==> src/rtl/matmul_seq_ctrl_pkg.sv <==
// Shared types and defaults for the two-stage matrix-multiply sequencer.
package matmul_pkg;

   localparam int ROWS_DEF    = 8;
   localparam int ROW_W_DEF   = 64;
   localparam int WD_W        = 8;
   localparam int TIMEOUT_MAX = 255;

   typedef enum logic [2:0] {
      ST_IDLE,
      ST_RUN1,
      ST_XFER,
      ST_WAIT2,
      ST_DONE
   } state_e;

endpackage

==> src/rtl/seq_row_buf.sv <==
// Row buffer between the two multiplier stages.
// One synchronous write port and one registered read port; the read register returns 0 when idle.
module seq_row_buf #(
   parameter int ROWS  = 8,
   parameter int ROW_W = 64,
   localparam int IDX_W = (ROWS > 1) ? $clog2(ROWS) : 1
) (
   input  logic             clk_i,
   input  logic             rstn_i,
   input  logic             wr_en_i,
   input  logic [IDX_W-1:0] wr_idx_i,
   input  logic [ROW_W-1:0] wr_data_i,
   input  logic             rd_en_i,
   input  logic [IDX_W-1:0] rd_idx_i,
   output logic [ROW_W-1:0] rd_data_o
);

   logic [ROW_W-1:0] mem_q [ROWS];
   logic [ROW_W-1:0] rd_data_q;

   // NOTE: the array has no reset so it maps onto distributed RAM; every row is rewritten before it is read.
   always_ff @(posedge clk_i) begin
      if (wr_en_i) mem_q[wr_idx_i] <= wr_data_i;
   end

   always_ff @(posedge clk_i or negedge rstn_i) begin
      if (!rstn_i)      rd_data_q <= '0;
      else if (rd_en_i) rd_data_q <= mem_q[rd_idx_i];
      else              rd_data_q <= '0;
   end

   assign rd_data_o = rd_data_q;

endmodule

==> src/rtl/matmul_seq_ctrl.sv <==
// Sequencer: collects stage-1 rows, streams them to stage 2, waits for stage-2 completion.
// Define MATMUL_SEQ_TIMEOUT_EN to build in the 8-bit RUN1/WAIT2 watchdog.
module matmul_seq_ctrl
   import matmul_pkg::*;
#(
   parameter int ROWS  = ROWS_DEF,
   parameter int ROW_W = ROW_W_DEF
) (
   input  logic             clk_i,
   input  logic             rstn_i,
   input  logic             start_i,
   input  logic             s1_done_i,
   input  logic [ROW_W-1:0] s1_res_i,
   input  logic             s2_done_i,
   output logic             s1_en_o,
   output logic             s2_en_o,
   output logic             s2_valid_o,
   output logic [ROW_W-1:0] s2_din_o,
   output logic             busy_o,
   output logic             done_o,
   output logic             err_o
);

   localparam int               IDX_W    = (ROWS > 1) ? $clog2(ROWS) : 1;
   localparam logic [IDX_W-1:0] LAST_IDX = IDX_W'(ROWS - 1);

   state_e           state_q, state_d;
   logic [IDX_W-1:0] wr_idx_q, wr_idx_d;
   logic [IDX_W-1:0] rd_idx_q, rd_idx_d;
   logic             buf_wr;
   logic             buf_rd;
   logic             timeout;

`ifdef MATMUL_SEQ_TIMEOUT_EN
   logic [WD_W-1:0] wd_q, wd_d;

   assign timeout = ((state_q == ST_RUN1) || (state_q == ST_WAIT2)) &&
                    (wd_q == WD_W'(TIMEOUT_MAX));

   always_comb begin
      wd_d = '0;
      if (((state_q == ST_RUN1) || (state_q == ST_WAIT2)) &&
          (state_d == state_q) && !s1_done_i)
         wd_d = wd_q + 1'b1;
   end

   always_ff @(posedge clk_i or negedge rstn_i) begin
      if (!rstn_i) wd_q <= '0;
      else         wd_q <= wd_d;
   end

   assign err_o = timeout;
`else
   assign timeout = 1'b0;
   assign err_o   = 1'b0;
`endif

   // NOTE: state registers use non-blocking assignments so every flop samples the pre-edge values.
   always_ff @(posedge clk_i or negedge rstn_i) begin
      if (!rstn_i) begin
         state_q  <= ST_IDLE;
         wr_idx_q <= '0;
         rd_idx_q <= '0;
      end else begin
         state_q  <= state_d;
         wr_idx_q <= wr_idx_d;
         rd_idx_q <= rd_idx_d;
      end
   end

   // NOTE: every variable gets a default first so no path leaves one unassigned and infers a latch.
   always_comb begin
      state_d  = state_q;
      wr_idx_d = wr_idx_q;
      rd_idx_d = rd_idx_q;
      buf_wr   = 1'b0;
      unique case (state_q)
         ST_IDLE: begin
            if (start_i) begin
               state_d  = ST_RUN1;
               wr_idx_d = '0;
               rd_idx_d = '0;
            end
         end
         ST_RUN1: begin
            if (timeout) begin
               state_d = ST_IDLE;
            end else if (s1_done_i) begin
               buf_wr = 1'b1;
               if (wr_idx_q == LAST_IDX) state_d  = ST_XFER;
               else                      wr_idx_d = wr_idx_q + 1'b1;
            end
         end
         ST_XFER: begin
            // rd_idx_q is the row on s2_din_o this cycle; rd_idx_d addresses the next one.
            if (rd_idx_q == LAST_IDX) state_d  = ST_WAIT2;
            else                      rd_idx_d = rd_idx_q + 1'b1;
         end
         ST_WAIT2: begin
            if (timeout)        state_d = ST_IDLE;
            else if (s2_done_i) state_d = ST_DONE;
         end
         ST_DONE:  state_d = ST_IDLE;
         default:  state_d = ST_IDLE;
      endcase
   end

   assign buf_rd = (state_d == ST_XFER);

   seq_row_buf #(
      .ROWS  (ROWS),
      .ROW_W (ROW_W)
   ) u_buf (
      .clk_i     (clk_i),
      .rstn_i    (rstn_i),
      .wr_en_i   (buf_wr),
      .wr_idx_i  (wr_idx_q),
      .wr_data_i (s1_res_i),
      .rd_en_i   (buf_rd),
      .rd_idx_i  (rd_idx_d),
      .rd_data_o (s2_din_o)
   );

   assign s1_en_o    = (state_q == ST_RUN1);
   assign s2_en_o    = (state_q == ST_XFER) || (state_q == ST_WAIT2);
   assign s2_valid_o = (state_q == ST_XFER);
   assign busy_o     = (state_q != ST_IDLE);
   assign done_o     = (state_q == ST_DONE);

endmodule

==> config.mk <==
export PLATFORM = sky130hd
export DESIGN_NAME = matmul_seq_ctrl
export DESIGN_NICKNAME = d
export VERILOG_FILES = /design/src/rtl/matmul_seq_ctrl_pkg.sv /design/src/rtl/seq_row_buf.sv /design/src/rtl/matmul_seq_ctrl.sv
export SDC_FILE = /design/constraint.sdc
export NUM_CORES = 1
export LEC_CHECK = 0
export BUFFER_PORTS_ARGS = -buffer_cell sky130_fd_sc_hd__clkbuf_2
export CORE_UTILIZATION = 30
export DETAILED_ROUTE_END_ITERATION = 10
export PLACE_DENSITY_LB_ADDON = 0.2
export SLEW_MARGIN = 0
export SYNTH_ARGS = -nofsm -noshare
export SYNTH_HDL_FRONTEND = slang
export SYNTH_SLANG_ARGS = --single-unit
export TNS_END_PERCENT = 10
==> constraint.sdc <==
create_clock -name clk_i -period 12.74 [get_ports clk_i]
set_clock_uncertainty 0.15 [all_clocks]
set_input_delay 2.548 -clock clk_i [delete_from_list [all_inputs] [get_ports clk_i]]
set_output_delay 2.548 -clock clk_i [all_outputs]
set_load 0.05 [all_outputs]
==> impl_metrics.yaml, run 1 <==
outcome:
  outcome: "finished with violations"
  failed_checks: "DRC"
worst_setup_path:
  crit-reg2reg-launch: "state_q[1]$_DFF_PN0_"
  setup_slack_of_the_worst_register_to_register_path_ns: 8.23
  crit_path_start: "start_i"
  setup.worst_path.end: "u_buf.rd_data_o[55]$_DFF_PN0_"
  cp_slowest_cell: "sky130_fd_sc_hd__or4b_1"
  cp-start-kind: "input port"
  required_ns: 13.04
  critical-path-top-delay-family: "buffers and inverters"
  critPathArrivalTime_ns: 6.07
  r2r-end: "u_buf.rd_data_o[14]$_DFF_PN0_"
  worst_path_cell_chain: "clkbuf_2 > or4b_1 > o211ai_4 > buf_12 > nand2_4 > buf_4 > a211oi_1 > a2111oi_2"
  reg2regPathDepth: 7
  crit_path_end_kind: "flop"
  crit_fanout: 190
  depth_of_the_critical_timing_path_with_buffers_and_inverters_included: 8
  critical-path-max-stage-delay_ns: 0.64
  critical_path_buf_inv_count: 3
  crit_type: "input port to flop"
synth:
  synthFlopType: "sky130_fd_sc_hd__edfxtp_1"
  main_combinational_cell_family_by_area_after_synthesis: "compound AO/OA/AOI/OAI gates"
  synth_xor_xnor_area_share: 0
  postSynthNetCount: 1489
  synth-adder-area-share: 0.00163
  synthMuxAreaShare: 0.00305
  yosys.area_share.simple: 0.0593
  syn-instance-count: 1417
  yosysWarnings: 0
  yosys_register_bits: 585
  asyncSetResetFlopFracSynth: 0.125
  synth.distinct_cells: 49
  synthesis.area_um2: 23000
  synth_edf_count: 512
  ys_top_cells_by_area: "sky130_fd_sc_hd__edfxtp_1, sky130_fd_sc_hd__dfrtp_1, sky130_fd_sc_hd__a211oi_1"
  synth.yosys.seq_area_share: 0.749
  syn_area_per_cell_um2: 16.2
  yosys.area.top_type_share: 0.669
  yosysTopAreaCell: "sky130_fd_sc_hd__edfxtp_1"
  synth_compound_area_frac: 0.160
pwr:
  cellLeakagePower_uw: 0.00922
  totalPowerFinal_uw: 5790
  power_density_nw_per_um2: 218
  ir_drop_mv: 0.169
global_route:
  grt_max_degree: 191
  via_count_of_the_first_global_routing_pass: 13600
  grt_pass1_wl_um: 94200
  global_route.overflow_total: 0
  antenna_found_initial: 5
  grt_usage: 0.163
clocking:
  clock_latency_ns: 0.61
  holdBufCountCts: 0
  number_of_cts_inserted_buffers: 60
  cts_buffer_depth: 3
  postCtsSetupBuffers: 0
  clk_pin_slew_worst_setup_hold_paths_ns: 0.06
  cts_resized: 0
  tritoncts_clock_tree: "done"
  clock_sink_count: 585
  cts-root-buf: "sky130_fd_sc_hd__clkbuf_16"
  cts.htree.levels: 2
floorplanning:
  die_w_um: 279
  io_pins: 139
  rows: 101
  fp.dieArea_um2: 77700
  die_y_um: 279
  initial_core_util: 0.303
  core_area_um2: 75800
layout:
  area_growth_pct: 15.6
  seq_area_um2: 17200
  number_of_nets_at_the_end_of_the_flow: 1588
  multi_input_comb_area_um2: 5250
  drive_gt1_frac: 0.211
  finalNonFillerCells: 2546
  post-route-cell-area_um2: 26600
  layout.core_utilization: 0.350
  final.fill_count: 7267
timing:
  max-slew-margin-rel: 0.278
  post-route-min-period_ns: 5.77
  tcrit_tclk_final: 0.453
  slew_of_the_pin_with_the_lowest_slew_margin_ns: 1.08
  final_hold_fails: 0
  max_slew_violation_count: 0
  max_freq_mhz: 173
  unrepaired_setup_endpoints_after_global_routing: "false"
  totalNegativeSetupSlack_ns: 0
  setup_viol: 0
placed_design:
  final_hpwl_from_detailed_placement_um: 31400
  dpl_cell_area_um2: 24600
  gpl.final_weighted_congestion: 0.696
  io_buffers: 137
  place_inst: 2432
job:
  maxCapViolCount: 0
drt:
  routed_wl_um: 63700
  routed_via_density: 5.20
  count_of_vias_placed_by_the_detailed_router: 13200
  drc: 2
  drtPass1Iterations: 8
  routed_wire_length_per_instance_um: 25.0
  postRouteAntennaNets: 0
  detailedRoute.firstIterationViolations: 961
min_path:
  timing.hold.worst.class: "flop to flop"
[synthesized netlist by cell type (5+ instances only)]
| cell | instances |
|---|---|
| sky130_fd_sc_hd__buf_4 | 10 |
| sky130_fd_sc_hd__nand3_1 | 63 |
| sky130_fd_sc_hd__a211oi_1 | 126 |
| sky130_fd_sc_hd__dfrtp_1 | 73 |
| sky130_fd_sc_hd__and3_1 | 127 |
| sky130_fd_sc_hd__a21boi_0 | 63 |
| sky130_fd_sc_hd__mux2i_1 | 7 |
| sky130_fd_sc_hd__buf_6 | 5 |
| sky130_fd_sc_hd__nand2_1 | 12 |
| sky130_fd_sc_hd__a2111oi_2 | 60 |
| sky130_fd_sc_hd__edfxtp_1 | 512 |
| sky130_fd_sc_hd__a21o_1 | 64 |
| sky130_fd_sc_hd__nor2_1 | 8 |
| sky130_fd_sc_hd__o22ai_1 | 63 |
| sky130_fd_sc_hd__buf_2 | 28 |
| sky130_fd_sc_hd__clkbuf_1 | 79 |
| sky130_fd_sc_hd__o21ai_0 | 65 |
[per-stage QoR]
stage,worst slack (ns),hold slack (ns)
after floorplan,4.86,0.339
after global routing,6.75,0.425
after CTS,6.94,0.397
final,6.97,0.394
after global placement,6.32,0.378
after detailed placement,6.29,0.385
[where the power goes]
part / internal (µW) / switching [µW]
logic: 449 / 1160
registers: 2350 / 71.5
clock network: 1020 / 730
total: 3820 / 1960
[worst min path at each step]
stage / start / end / cells past startpoint
2_1_floorplan: wr_idx_q[0]$_DFFE_PN0P_ / wr_idx_q[0]$_DFFE_PN0P_ / 1
3_3_place_gp: wr_idx_q[0]$_DFFE_PN0P_ / wr_idx_q[0]$_DFFE_PN0P_ / 1
3_5_place_dp: wr_idx_q[0]$_DFFE_PN0P_ / wr_idx_q[0]$_DFFE_PN0P_ / 1
4_1_cts: wr_idx_q[0]$_DFFE_PN0P_ / wr_idx_q[0]$_DFFE_PN0P_ / 1
5_1_grt: wr_idx_q[0]$_DFFE_PN0P_ / wr_idx_q[0]$_DFFE_PN0P_ / 1
6_report: wr_idx_q[0]$_DFFE_PN0P_ / wr_idx_q[0]$_DFFE_PN0P_ / 1
[cell families (layout without fill, tap and decap cells)]
logic type | after synthesis | after routing
DFF | 585 | 585
AOI/OAI and AO/OA | 457 | 457
and+or+nand+nor | 233 | 233
buffers and inverters | 131 | 279
muxes | 7 | 7
adders and majority gates | 3 | 3
other | 1 | 4
[per-layer routing]
metal / global-route usage / wire length (µm) / up-vias
li1: - / - / 5933
met1: 0.224 / 28700 / 6873
met2: 0.266 / 30600 / 337
met3: 0.0297 / 3070 / 85
met4: 0.0437 / 1300 / 6
met5: 0 / 40 / -
[state kept, by name, summed over array words and instances (netlist names)]
name and cells:
rd_idx_q 3, state_q 3, u_buf.mem_q 512, u_buf.rd_data_o 64
wr_idx_q 3
[area by class of cell]
| cell class | instances | share of cell area |
|---|---|---|
| diodes | 3 | 0.000283 |
| clock buffers | 83 | 0.0621 |
| clock inverters | 28 | 0.0112 |
| inverters | 2 | 0.000283 |
| multi-input cells | 701 | 0.198 |
| flip-flops and latches | 585 | 0.648 |
| well taps | 978 | 0.0461 |
| repair buffers | 166 | 0.0346 |
[cell usage in the layout (no fill, tap or decap), drive strengths merged, types with 19 or more instances in the layout]
master / count
a2111oi: 63
and3: 127
a21o: 64
buf: 30
o21ai: 66
dfrtp: 73
a21boi: 63
a211oi: 126
edfxtp: 512
clkbuf: 219
o22ai: 63
nand3: 64
clkinv: 19
Power figures use the tool's default switching activity.
==> run 2, diff against run 1 <==
==> constraint.sdc (replaced) <==
create_clock -name clk_i -period 6 [get_ports clk_i]
set_clock_uncertainty 0.15 [all_clocks]
set_input_delay 1.2 -clock clk_i [delete_from_list [all_inputs] [get_ports clk_i]]
set_output_delay 1.2 -clock clk_i [all_outputs]
set_load 0.05 [all_outputs]
==> run 2 against run 1 <==
Effect of this change:
- utilization increased by 0.33 points
- die area unchanged
- highest routed layer unchanged
- combinational power increased by 120%
- register-to-register slack got worse by 6.2 ns
- worst hold slack got worse by 0.014 ns
- critical path type is now flop to flop
- clock-buffer cell count decreased by 3
- the run still ends with DRC left
- setup slack got worse by 4.9 ns
- global-route usage increased by 0.16 points
- critical path depth unchanged
- non-clock buffer count increased by 8
==> impl_metrics.yaml, run 2 (synthesis gave the netlist of run 1 again) <==
clocking:
  cts.htree.levels: 2
  tritoncts_clock_tree: "done"
  clock_latency_ns: 0.61
  cts_resized: 0
  holdBufCountCts: 0
  number_of_cts_inserted_buffers: 59
  postCtsSetupBuffers: 0
  clk_pin_slew_worst_setup_hold_paths_ns: 0.06
  cts_buffer_depth: 3
  cts-root-buf: "sky130_fd_sc_hd__clkbuf_16"
  clock_sink_count: 585
floorplanning:
  die_y_um: 279
  rows: 101
  initial_core_util: 0.303
  fp.dieArea_um2: 77700
  die_w_um: 279
  io_pins: 139
  core_area_um2: 75800
worst_setup_path:
  cp-start-kind: "flop"
  crit_path_end_kind: "flop"
  required_ns: 6.34
  reg2regPathDepth: 8
  critPathArrivalTime_ns: 4.28
  r2r-end: "u_buf.rd_data_o[26]$_DFF_PN0_"
  crit-reg2reg-launch: "state_q[0]$_DFF_PN0_"
  crit_type: "flop to flop"
  crit_fanout: 67
  setup_slack_of_the_worst_register_to_register_path_ns: 2.06
timing:
  setup_viol: 0
  totalNegativeSetupSlack_ns: 0
  unrepaired_setup_endpoints_after_global_routing: "false"
  max-slew-margin-rel: 0.349
  final_hold_fails: 0
  slew_of_the_pin_with_the_lowest_slew_margin_ns: 0.977
  max_freq_mhz: 254
  tcrit_tclk_final: 0.656
  post-route-min-period_ns: 3.94
  max_slew_violation_count: 0
global_route:
  global_route.overflow_total: 0
  antenna_found_initial: 3
  gr-max-usage-layer: "met2"
  grt_max_degree: 190
  grtUsageMet1: 0.222
  met2_usage: 0.277
  met3_capacity_usage_during_global_routing: 0.0276
  via_count_of_the_first_global_routing_pass: 13700
  grt_pass1_wl_um: 94900
  grt_usage: 0.165
drt:
  drtPass1Iterations: 8
  routed_via_density: 5.21
  count_of_vias_placed_by_the_detailed_router: 13300
  routed_wire_length_per_instance_um: 25.3
  detailedRoute.firstIterationViolations: 860
  drc: 2
  postRouteAntennaNets: 0
  routed_wl_um: 64700
layout:
  max_flop_register: "u_buf.mem_q"
  area_growth_pct: 16.7
  final.fill_count: 7198
  final_cell_mix: "sky130_fd_sc_hd__edfxtp_1, sky130_fd_sc_hd__clkbuf_2, sky130_fd_sc_hd__and3_1, sky130_fd_sc_hd__a211oi_1, sky130_fd_sc_hd__dfrtp_1"
  layout.cells.most_common: "sky130_fd_sc_hd__edfxtp_1"
  number_of_nets_at_the_end_of_the_flow: 1595
  layout.core_utilization: 0.354
  drive_gt1_frac: 0.221
  largest_register_ffs: 512
  finalNonFillerCells: 2552
outcome:
  outcome: "finished with violations"
  failed_checks: "DRC"
min_path:
  hold_start: "wr_idx_q[0]$_DFFE_PN0P_"
  worstHoldPathCells: 1
  endpoint_of_the_worst_hold_path: "wr_idx_q[0]$_DFFE_PN0P_"
  timing.hold.worst.class: "flop to flop"
placed_design:
  place_inst: 2440
  gpl.final_weighted_congestion: 0.718
  final_hpwl_from_detailed_placement_um: 32300
  io_buffers: 137
pwr:
  cellLeakagePower_uw: 0.00936
  ir_drop_mv: 0.272
  power_density_nw_per_um2: 467
job:
  maxCapViolCount: 0
[run 2: changes by cell type in the layout (fill, tap and decap cells not counted), sizes merged]
| cell | before | now |
|---|---|---|
| buf | 30 | 38 |
| clkbuf | 219 | 216 |
| bufinv | 6 | 8 |
| diode | 3 | 1 |
| clkinv | 19 | 20 |
[run 2: power breakdown]
part	leakage [µW]	total, µW	internal, µW	switching (µW)
Clock	0.00100	3850	2300	1560
Sequential	0.00565	5150	4990	159
Combinational	0.00271	3520	1030	2490
Total	0.00936	12500	8320	4200
[run 2: metal layers]
metal,vias up,share of wire
li1,5956,-
met1,6957,0.45
met2,302,0.49
met3,67,0.048
met4,6,0.014
met5,-,0.00062
[run 2: worst max-delay path, cell delays in order, from the launching register on]
cell and delay [ns]:
sky130_fd_sc_hd__dfrtp_1 0.56, sky130_fd_sc_hd__or3b_1 0.47, sky130_fd_sc_hd__inv_2 0.13, sky130_fd_sc_hd__nand3_2 0.13, sky130_fd_sc_hd__buf_4 0.69, sky130_fd_sc_hd__nand2_4 0.65, sky130_fd_sc_hd__buf_4 0.43, sky130_fd_sc_hd__a21o_1 0.19
sky130_fd_sc_hd__a2111oi_2 0.38
[run 2: through the flow]
| stage | power (µW) | worst slack (ns) | cell area, µm² | hold slack, ns |
|---|---|---|---|---|
| final | 12500 | 2.06 | 26800 | 0.379 |
| after global routing | 13100 | 1.81 | 26800 | 0.430 |
| after CTS | 12700 | 2.02 | 26800 | 0.386 |
| after detailed placement | 8820 | 1.81 | 24800 | 0.380 |
| after global placement | 8780 | 1.89 | 24800 | 0.371 |
| after floorplan | 7620 | -1.26 | 23000 | 0.339 |
[run 2: final cells by class]
type,instances,area (µm²),area share
diodes,1,2.50,0.0000933
clock buffers,80,1680,0.0626
repair buffers,174,1080,0.0402
clock inverters,31,358,0.0133
well taps,978,1220,0.0456
multi-input cells,701,5260,0.196
flip-flops and latches,585,17200,0.642
inverters,2,7.51,0.000280
[run 2: worst max path at each step]
stage / from / to / slack [ns]
3_3_place_gp: start_i / u_buf.rd_data_o[56]$_DFF_PN0_ / 1.89
6_report: state_q[0]$_DFF_PN0_ / u_buf.rd_data_o[26]$_DFF_PN0_ / 2.06
2_1_floorplan: state_q[1]$_DFF_PN0_ / u_buf.mem_q[1][0]$_DFFE_PP_ / -1.26
3_5_place_dp: start_i / u_buf.rd_data_o[53]$_DFF_PN0_ / 1.81
5_1_grt: state_q[0]$_DFF_PN0_ / u_buf.rd_data_o[49]$_DFF_PN0_ / 1.81
4_1_cts: state_q[0]$_DFF_PN0_ / u_buf.rd_data_o[47]$_DFF_PN0_ / 2.02
